===== config.mk =====
export PLATFORM = sky130hd
export DESIGN_NAME = aes_prng_clearing_sched
export DESIGN_NICKNAME = d
export VERILOG_FILES = /design/src/rtl/aes_pkg.sv /design/src/rtl/aes_prng_clearing_rr.sv /design/src/rtl/aes_prng_clearing_sched.sv
export SDC_FILE = /design/constraint.sdc
export NUM_CORES = 1
export LEC_CHECK = 0
export ABC_AREA = 1
export ABC_CLOCK_PERIOD_IN_PS = 3400
export CAP_MARGIN = 20
export CORE_AREA = 5 5 71 73
export DETAILED_ROUTE_END_ITERATION = 8
export DIE_AREA = 0 0 76 78
export PLACE_DENSITY_LB_ADDON = 0.3
export SLEW_MARGIN = 20
export SYNTH_ARGS = -nofsm -noshare
export SYNTH_HDL_FRONTEND = slang
export SYNTH_SLANG_ARGS = --single-unit

===== constraint.sdc =====
create_clock -name clk_i -period 3.4 [get_ports clk_i]
set_clock_uncertainty 0.2 [all_clocks]
set_input_delay 0.68 -clock clk_i [delete_from_list [all_inputs] [get_ports clk_i]]
set_output_delay 0.68 -clock clk_i [all_outputs]
set_load 0.01 [all_outputs]

===== src/rtl/aes_pkg.sv =====
// Shared AES clearing-PRNG scheduler definitions: requester count default and
// the sparse FSM state encoding.
package aes_pkg;

    localparam int unsigned ClearingNumReq = 3;

    // Every pair of valid codes differs in four bits, so any single or double
    // bit flip on the state register lands on an invalid code.
    typedef enum logic [5:0] {
        CLR_IDLE   = 6'b101001,
        CLR_GRANT  = 6'b010011,
        CLR_RESEED = 6'b110100,
        CLR_ERROR  = 6'b001110
    } clr_state_e;

endpackage


===== src/rtl/aes_prng_clearing_rr.sv =====
// Round-robin pick: the first set request at or above ptr, wrapping from the
// top requester back to requester 0.
module aes_prng_clearing_rr
    import aes_pkg::*;
#(
    parameter int unsigned NumReq = ClearingNumReq,
    parameter int unsigned IdxW   = (NumReq > 1) ? $clog2(NumReq) : 1
) (
    input  logic [NumReq-1:0] req,
    input  logic [IdxW-1:0]   ptr,
    output logic [IdxW-1:0]   winner,
    output logic              valid
);

    logic [IdxW:0] cand;

    // Scan from the farthest offset down so the nearest set request wins.
    always_comb begin
        winner = '0;
        valid  = 1'b0;
        cand   = '0;
        for (int i = NumReq - 1; i >= 0; i--) begin
            cand = {1'b0, ptr} + (IdxW + 1)'(i);
            if (cand >= (IdxW + 1)'(NumReq)) begin
                cand = cand - (IdxW + 1)'(NumReq);
            end
            if (req[cand[IdxW-1:0]]) begin
                winner = cand[IdxW-1:0];
                valid  = 1'b1;
            end
        end
    end

endmodule


===== src/rtl/aes_prng_clearing_sched.sv =====
// Scheduler sharing one clearing PRNG among several requesters, with
// software-triggered and transfer-count-triggered reseeding.
module aes_prng_clearing_sched
    import aes_pkg::*;
#(
    parameter int unsigned NumReq = ClearingNumReq,
    parameter int unsigned RateW  = 16
) (
    input  logic              clk_i,
    input  logic              rst_ni,
    input  logic [NumReq-1:0] req_i,
    output logic [NumReq-1:0] ack_o,
    output logic              prng_data_req_o,
    input  logic              prng_data_ack_i,
    output logic              prng_reseed_req_o,
    input  logic              prng_reseed_ack_i,
    input  logic              reseed_trig_i,
    input  logic [RateW-1:0]  reseed_rate_i,
    output logic              busy_o,
    output logic              err_o
);

    localparam int unsigned     IdxW    = (NumReq > 1) ? $clog2(NumReq) : 1;
    localparam logic [IdxW-1:0] LastIdx = IdxW'(NumReq - 1);

    clr_state_e       state_q, state_d;
    logic [IdxW-1:0]  ptr_q, ptr_d;
    logic [IdxW-1:0]  grant_q, grant_d;
    logic [RateW-1:0] cnt_q, cnt_d;
    logic             reseed_pend_q, reseed_pend_d;
    logic [IdxW-1:0]  rr_winner;
    logic             rr_valid;
    logic             data_done;
    logic             reseed_done;

    aes_prng_clearing_rr #(
        .NumReq (NumReq),
        .IdxW   (IdxW)
    ) u_rr (
        .req    (req_i),
        .ptr    (ptr_q),
        .winner (rr_winner),
        .valid  (rr_valid)
    );

    always_ff @(posedge clk_i or negedge rst_ni) begin
        if (!rst_ni) begin
            state_q       <= CLR_IDLE;
            ptr_q         <= '0;
            grant_q       <= '0;
            cnt_q         <= '0;
            reseed_pend_q <= 1'b0;
        end else begin
            state_q       <= state_d;
            ptr_q         <= ptr_d;
            grant_q       <= grant_d;
            cnt_q         <= cnt_d;
            reseed_pend_q <= reseed_pend_d;
        end
    end

    // A pending reseed always wins in IDLE; a grant is never preempted.
    always_comb begin
        state_d           = state_q;
        ptr_d             = ptr_q;
        grant_d           = grant_q;
        ack_o             = '0;
        prng_data_req_o   = 1'b0;
        prng_reseed_req_o = 1'b0;
        busy_o            = 1'b0;
        err_o             = 1'b0;
        data_done         = 1'b0;
        reseed_done       = 1'b0;
        case (state_q)
            CLR_IDLE: begin
                busy_o = reseed_pend_q;
                if (reseed_pend_q) begin
                    state_d = CLR_RESEED;
                end else if (rr_valid) begin
                    grant_d = rr_winner;
                    state_d = CLR_GRANT;
                end
            end
            CLR_GRANT: begin
                busy_o          = 1'b1;
                prng_data_req_o = 1'b1;
                ack_o[grant_q]  = prng_data_ack_i;
                if (prng_data_ack_i) begin
                    data_done = 1'b1;
                    ptr_d     = (grant_q == LastIdx) ? '0 : grant_q + 1'b1;
                    state_d   = CLR_IDLE;
                end
            end
            CLR_RESEED: begin
                busy_o            = 1'b1;
                prng_reseed_req_o = 1'b1;
                if (prng_reseed_ack_i) begin
                    reseed_done = 1'b1;
                    state_d     = CLR_IDLE;
                end
            end
            CLR_ERROR: begin
                err_o = 1'b1;
            end
            default: begin
                err_o   = 1'b1;
                state_d = CLR_ERROR;
            end
        endcase
    end

    // Threshold is compared against the post-transfer count so the reseed is
    // queued before the next grant can start.
    always_comb begin
        cnt_d = cnt_q;
        if (reseed_done) begin
            cnt_d = '0;
        end else if (data_done && (cnt_q != '1)) begin
            cnt_d = cnt_q + 1'b1;
        end
        reseed_pend_d = reseed_pend_q;
        if (reseed_trig_i && (state_q != CLR_RESEED)) begin
            reseed_pend_d = 1'b1;
        end
        if ((reseed_rate_i != '0) && (cnt_d >= reseed_rate_i)) begin
            reseed_pend_d = 1'b1;
        end
        if (reseed_done) begin
            reseed_pend_d = 1'b0;
        end
    end

    grant_req_held_a : assert property (@(posedge clk_i) disable iff (!rst_ni)
        (state_q == CLR_GRANT) |-> req_i[grant_q]);

    ack_onehot_a : assert property (@(posedge clk_i) disable iff (!rst_ni)
        $onehot0(ack_o));

    req_exclusive_a : assert property (@(posedge clk_i) disable iff (!rst_ni)
        !(prng_data_req_o && prng_reseed_req_o));

endmodule


* Yosys cells after proc, flatten, opt, wreduce, memory -nomap -nowiden *
Cells that the tools add are included.

word-level totals
  bits in registers = 27
  input bits = 24
  output and inout bits = 7
  word-level logic and storage cells = 82

operators by class
  add/subtract/negate cells = 7
  magnitude comparators = 9
  equal/unequal tests = 10
  multiplexer cells = 37
  bitwise gates (word level) = 3
  reductions and logical operators = 11

operator list
  operator                 count
  $mux W16                 2
  $mux W6                  4
  $pmux W6 S4              1
  $mux W1                  17
  $add A16 B1 Y16 const B  1
  $ge A16 B16 Y1           1
  $ne A16 B16 Y1 const B   1
  $reduce_bool A16 Y1      1
  $mux W2                  7
  $eq A6 B6 Y1 const B     2
  $lt A2 B3 Y1 const B     4
  $bmux W1 S2              3
  $eq A6 B4 Y1 const B     1
  $eq A6 B5 Y1 const B     1
  $ge A3 B2 Y1 const B     2
  $ne A6 B6 Y1 const B     1
  $sub A2 B2 Y2 const B    3
  $logic_and A1 B1 Y1      4
  $ne A2 B2 Y1 const B     2
  $reduce_and A4 Y1        1
  $add A2 B1 Y3 const B    1
  $add A2 B2 Y3 const B    1
  $and A3 B3 Y3            1
  $mux W3                  1
  other kinds (13)         14

* Depth between registers and ports, before layout *
  depth in word-level cells = 11
  mapped depth = 22
  gate-level depth less buffers = 22

* Modules after synthesis *
Synthesis repeated with hierarchy kept, for this count alone.

second synthesis, totals
  cell total of the unflattened synthesis = 335
  area total of the unflattened synthesis = 2255.9 µm²

by module, submodules not included
  module                   times used  cells each  area an instance (µm²)  sequential area each (µm²)
  aes_prng_clearing_sched  1           294         2045.7                  679.4
  aes_prng_clearing_rr     1           41          210.2                   0.0

* Least setup slack after synthesis *
Ideal clock, no wire load.

  kind = register to register
  from = reg cnt_q[0]
  to = reg reseed_pend_q
  library setup time = 0.122 ns
  data arrival time = 2.159 ns
  required time = 3.078 ns
  slack = 0.919 ns
  stages on the path, launching flop included = 20
  path buffers = 1
  clock period less this slack = 2.481 ns
  cells stage by stage = dfrtp_1 ha_1 nand3_2 nor2_4 nand3_2 nand2_4 buf_6 nand2_1 a21oi_2 ha_1 nand2_1 inv_1 nand2_1 nand2_1 nor2_1 nand2_1 nand2_1 nand2_1 nand2_1 a21oi_1

between the ends
  longest elaborated chain between the ends = 8
  elaborated cells between the ends (all ways) = 10
  those cells by class = 1 x add/sub; 1 x order compare; 1 x eq/ne; 4 x mux; 3 x reduce/logical

ends and longest elaborated chain
  element                                                  RTL line                        source
  from (decl)                                              aes_prng_clearing_sched.sv:29   logic [RateW-1:0] cnt_q, cnt_d;
  from (signal assigned)                                   aes_prng_clearing_sched.sv:57   cnt_q <= cnt_d;
  branches (longest 2 deep; another with $add A16 B1 Y16)  n/a
  $mux W16 (*)                                             aes_prng_clearing_sched.sv:118  end else if (data_done && (cnt_q != '1)) begin
  $mux W16 (*)                                             aes_prng_clearing_sched.sv:116  if (reseed_done) begin
  named net cnt_d[7]                                       aes_prng_clearing_sched.sv:29
  $ge A16 B16 Y1 (*)                                       aes_prng_clearing_sched.sv:125  if ((reseed_rate_i != '0) && (cnt_d >= reseed_rate_i)) begin
  $logic_and A1 B1 Y1 (*)                                  aes_prng_clearing_sched.sv:125
  $mux W1                                                  aes_prng_clearing_sched.sv:125
  $mux W1                                                  aes_prng_clearing_sched.sv:128  if (reseed_done) begin
  to (signal assigned)                                     aes_prng_clearing_sched.sv:58   reseed_pend_q <= reseed_pend_d;
  to (decl)                                                aes_prng_clearing_sched.sv:30   logic reseed_pend_q, reseed_pend_d;

Mark *: on every way through the listed nets, which the timed path passes.
A chain may end at the register's enable or synchronous reset.

* Final worst setup path *
  from = in prng_data_ack_i
  to = out ack_o[1]

between the ends
  longest elaborated chain between the ends = 2

ends and longest elaborated chain
  element                  RTL line                       source
  from (decl)              aes_prng_clearing_sched.sv:14  input logic prng_data_ack_i,
  $and A3 B3 Y3 (no line)  n/a
  $mux W3                  aes_prng_clearing_sched.sv:74  case (state_q)
  to (decl)                aes_prng_clearing_sched.sv:12  output logic [NumReq-1:0] ack_o,

Every way passes these cells.

==> results.txt <==
Post-Place Setup Slack -> 0.242 ns
Longest Clk Path Bufs -> 2
Sequential Power Share -> 54.0%
Synthesis-to-finish area growth -> 16.7%
Num CTS Buffers -> 3
Max VDD drop -> 0.116 mV
Hold crit path type -> reg2reg
Synthesized area -> 2320 µm²
Critical path depth in cells -> 6
Worst Path Arrival -> 2.26 ns
Crit-path leading delay family -> buffers and inverters
Net Sw Power -> 151 µW
Fin nets -> 411
Post-cts resize count -> 0
Clock Sinks -> 27
Yosys top cell area share -> 25.9%
Commonest non-fill, non-tap cell in the layout -> nand2_1
Cell count after synthesis -> 334
Antenna diode count -> 0
Die area -> 5930 µm²
CP max stage delay -> 0.59 ns
Synth cell types -> 34
Worst-skew pair later-pin latency -> 0.28 ns
Required time of the critical path -> 2.52 ns
Commonest cells after routing, fill and taps aside -> nand2_1, inv_1, clkdlybuf4s50_1
Final worst slack -> 0.261 ns
Routed vias -> 2120
Row count -> 24
Min Tclk post-route -> 3.14 ns
DR WL/cell -> 12.0 µm
Critical-path cell list -> clkdlybuf4s50_1 > inv_1 > nor2_8 > inv_1 > nor3_1 > clkdlybuf4s50_1
Rel. slew slack -> 70.5%
Grt ovf -> 0
Post-CTS Setup Bufs -> 0
Slew Viols, Final -> 0
Fin. Hold Viols -> 0
Clock root buffer -> clkbuf_8
Initial antenna violation count -> 0
DP HPWL -> 4060 µm
DIE HEIGHT -> 78 µm
GRT Util Overall -> 18.0%
Clock transition at path regs -> 0.10 ns
Ratio of final minimum period to clock period -> 92.3%
Clk pwr share -> 31.9%
TritonCTS clock tree -> yes
P_int -> 446 µW
Syn_nets -> 377
Final setup vio count -> 0
DRC Markers -> 0
Seq/Total Area, Yosys -> 29.3%
Yosys warnings -> 0
Status -> complete, no violations
Fill count -> 407
Max Fanout on Critical Path -> 5
Share of layout cells above drive strength 1 -> 9.54%
Peak Freq -> 0.319 GHz
CTS H-tree lvls -> 1
Top Ports -> 31
Leakage power -> 0.00135 µW
GPL Wtd Cong -> 0.873
Pwr Density -> 221 nW/µm²
Synth top area cells -> dfrtp_1, nand2_1, ha_1, inv_1, nor2_1
Worst-Margin Slew -> 0.440 ns
Worst setup EP type -> primary output
Largest net degree at the start of global routing -> 28
Yosys top cell by area -> dfrtp_1
Slowest-stage cell, CP -> clkdlybuf4s50_1
Sw frac -> 25.3%
Avg Vias per Cell -> 5.06
Final WL -> 5040 µm
Iter 0 DRT Violations -> 96
Starting Density -> 54.0%
Core Area -> 4290 µm²
Max-cap violations -> 0
Reg2Reg Depth -> 19
First-pass GRT wire length -> 8990 µm
Antenna viol nets, final -> 0
PortBufs -> 30
CP Buf/Inv Count -> 4
CP startpoint kind -> input pin
Average size of a mapped cell -> 6.94 µm²
Hold Path Depth -> 2
Crit Path Category -> in2out
Setup_tns -> 0 ns
Seq cells post-synth -> 27
DR pass1 iterations -> 4
CTS Hold Bufs -> 0
Die X -> 76 µm
Vias in the first global route -> 2061
Comb power frac -> 14.0%
RSZ-0062 raised after global routing -> no
## per-layer routing
layer	up-vias	part of all wire (%)	GRT usage [%]
met5	-	0	0
met4	0	1.3	5.69
met3	8	4.9	3.01
met2	45	49	31.8
met1	941	45	22.2
li1	1126	-	-
## stage by stage
stage | instances | utilization, % | area [µm²] | hold WS, ns | power [µW]
finish | 419 | 63.0 | 2710 | 0.287 | 597
global route | 419 | 63.0 | 2710 | 0.308 | 630
CTS | 419 | 63.0 | 2710 | 0.287 | 604
detailed placement | 415 | 61.9 | 2660 | 0.272 | 413
global placement | 415 | 61.9 | 2660 | 0.269 | 412
floorplan | 334 | - | 2320 | 0.184 | 369
## registers in the layout, indices dropped and copies added, names as in the netlist
signal	flops
grant_q	2
reseed_pend_q	1
ptr_q	2
state_q	6
cnt_q	16
## Yosys cell counts
library cell	number
nand2_1	99
inv_1	59
dfrtp_1	24
nor2_1	24
ha_1	19
nand3_1	16
a21oi_1	15
a21oi_2	10
nand4_1	9
nor3_1	8
xor2_1	8
o21ai_0	7
nand2_2	4
dfstp_2	3
inv_2	3
xnor2_1	3
nand3_2	2
nand3b_1	2
nor3_2	2
nor4_1	2
o21bai_1	2
a21boi_1	1
a31oi_1	1
buf_12	1
buf_4	1
buf_6	1
inv_6	1
nand2_4	1
nor2_2	1
nor2_4	1
nor2_8	1
o211ai_1	1
o21ai_1	1
o22ai_1	1
## path summary, 6_finish.rpt
path / to / slack, ns / startpoint
hold reg to reg: state_q[3] / 0.29 / state_q[3]
hold / removal: state_q[3] / 0.29 / state_q[3]
min in group asynchronous: state_q[2] / 0.57 / rst_ni
max in group asynchronous: state_q[3] / 2.12 / rst_ni
setup reg to reg: reseed_pend_q / 0.51 / cnt_q[0]
setup / recovery: ack_o[1] / 0.26 / prng_data_ack_i
## worst register-to-register path: stages, from the launching register on
cell     delay [ns]
dfrtp_1        0.45
ha_1           0.28
nand3_2        0.15
nor2_4         0.16
nand3_2        0.09
nand2_4        0.14
buf_4          0.19
nand2_1        0.07
a21oi_2        0.16
ha_1           0.26
nand2_1        0.07
inv_1          0.04
nand2_1        0.07
nor2_1         0.05
nor2_1         0.07
nand2_1        0.08
nand2_1        0.06
nand2_1        0.05
nand2_1        0.05
a21oi_1        0.06
## kinds of logic after synthesis
| family | share of synthesized area (%) |
|---|---|
| flip-flops | 29.3 |
| adder cells (fa/ha/maj) | 10.3 |
| AND/OR/NAND/NOR | 33.6 |
| XOR/XNOR | 4.16 |
| buffers and inverters | 12.1 |
| AO/OA/AOI/OAI | 10.6 |
## cell type report
| type | count | area [µm²] | share of cell area, % |
|---|---|---|---|
| multi-input cells | 241 | 1360 | 50.2 |
| clock buffers | 3 | 41.3 | 1.53 |
| flip-flops and latches | 27 | 679 | 25.1 |
| clock inverters | 1 | 5.00 | 0.185 |
| well taps | 52 | 65.1 | 2.40 |
| inverters | 63 | 241 | 8.92 |
| repair buffers | 32 | 315 | 11.7 |
## power groups by stage
stage / sequential, µW / combinational [µW] / clock [µW]
final: 323 / 83.7 / 191
after global routing: 323 / 95.5 / 211
after CTS: 323 / 84.7 / 196
after detailed placement: 329 / 84.3 / 0
after global placement: 329 / 82.6 / 0
after floorplan: 329 / 40.0 / 0
No activity file was read; power rests on OpenSTA's default activity.
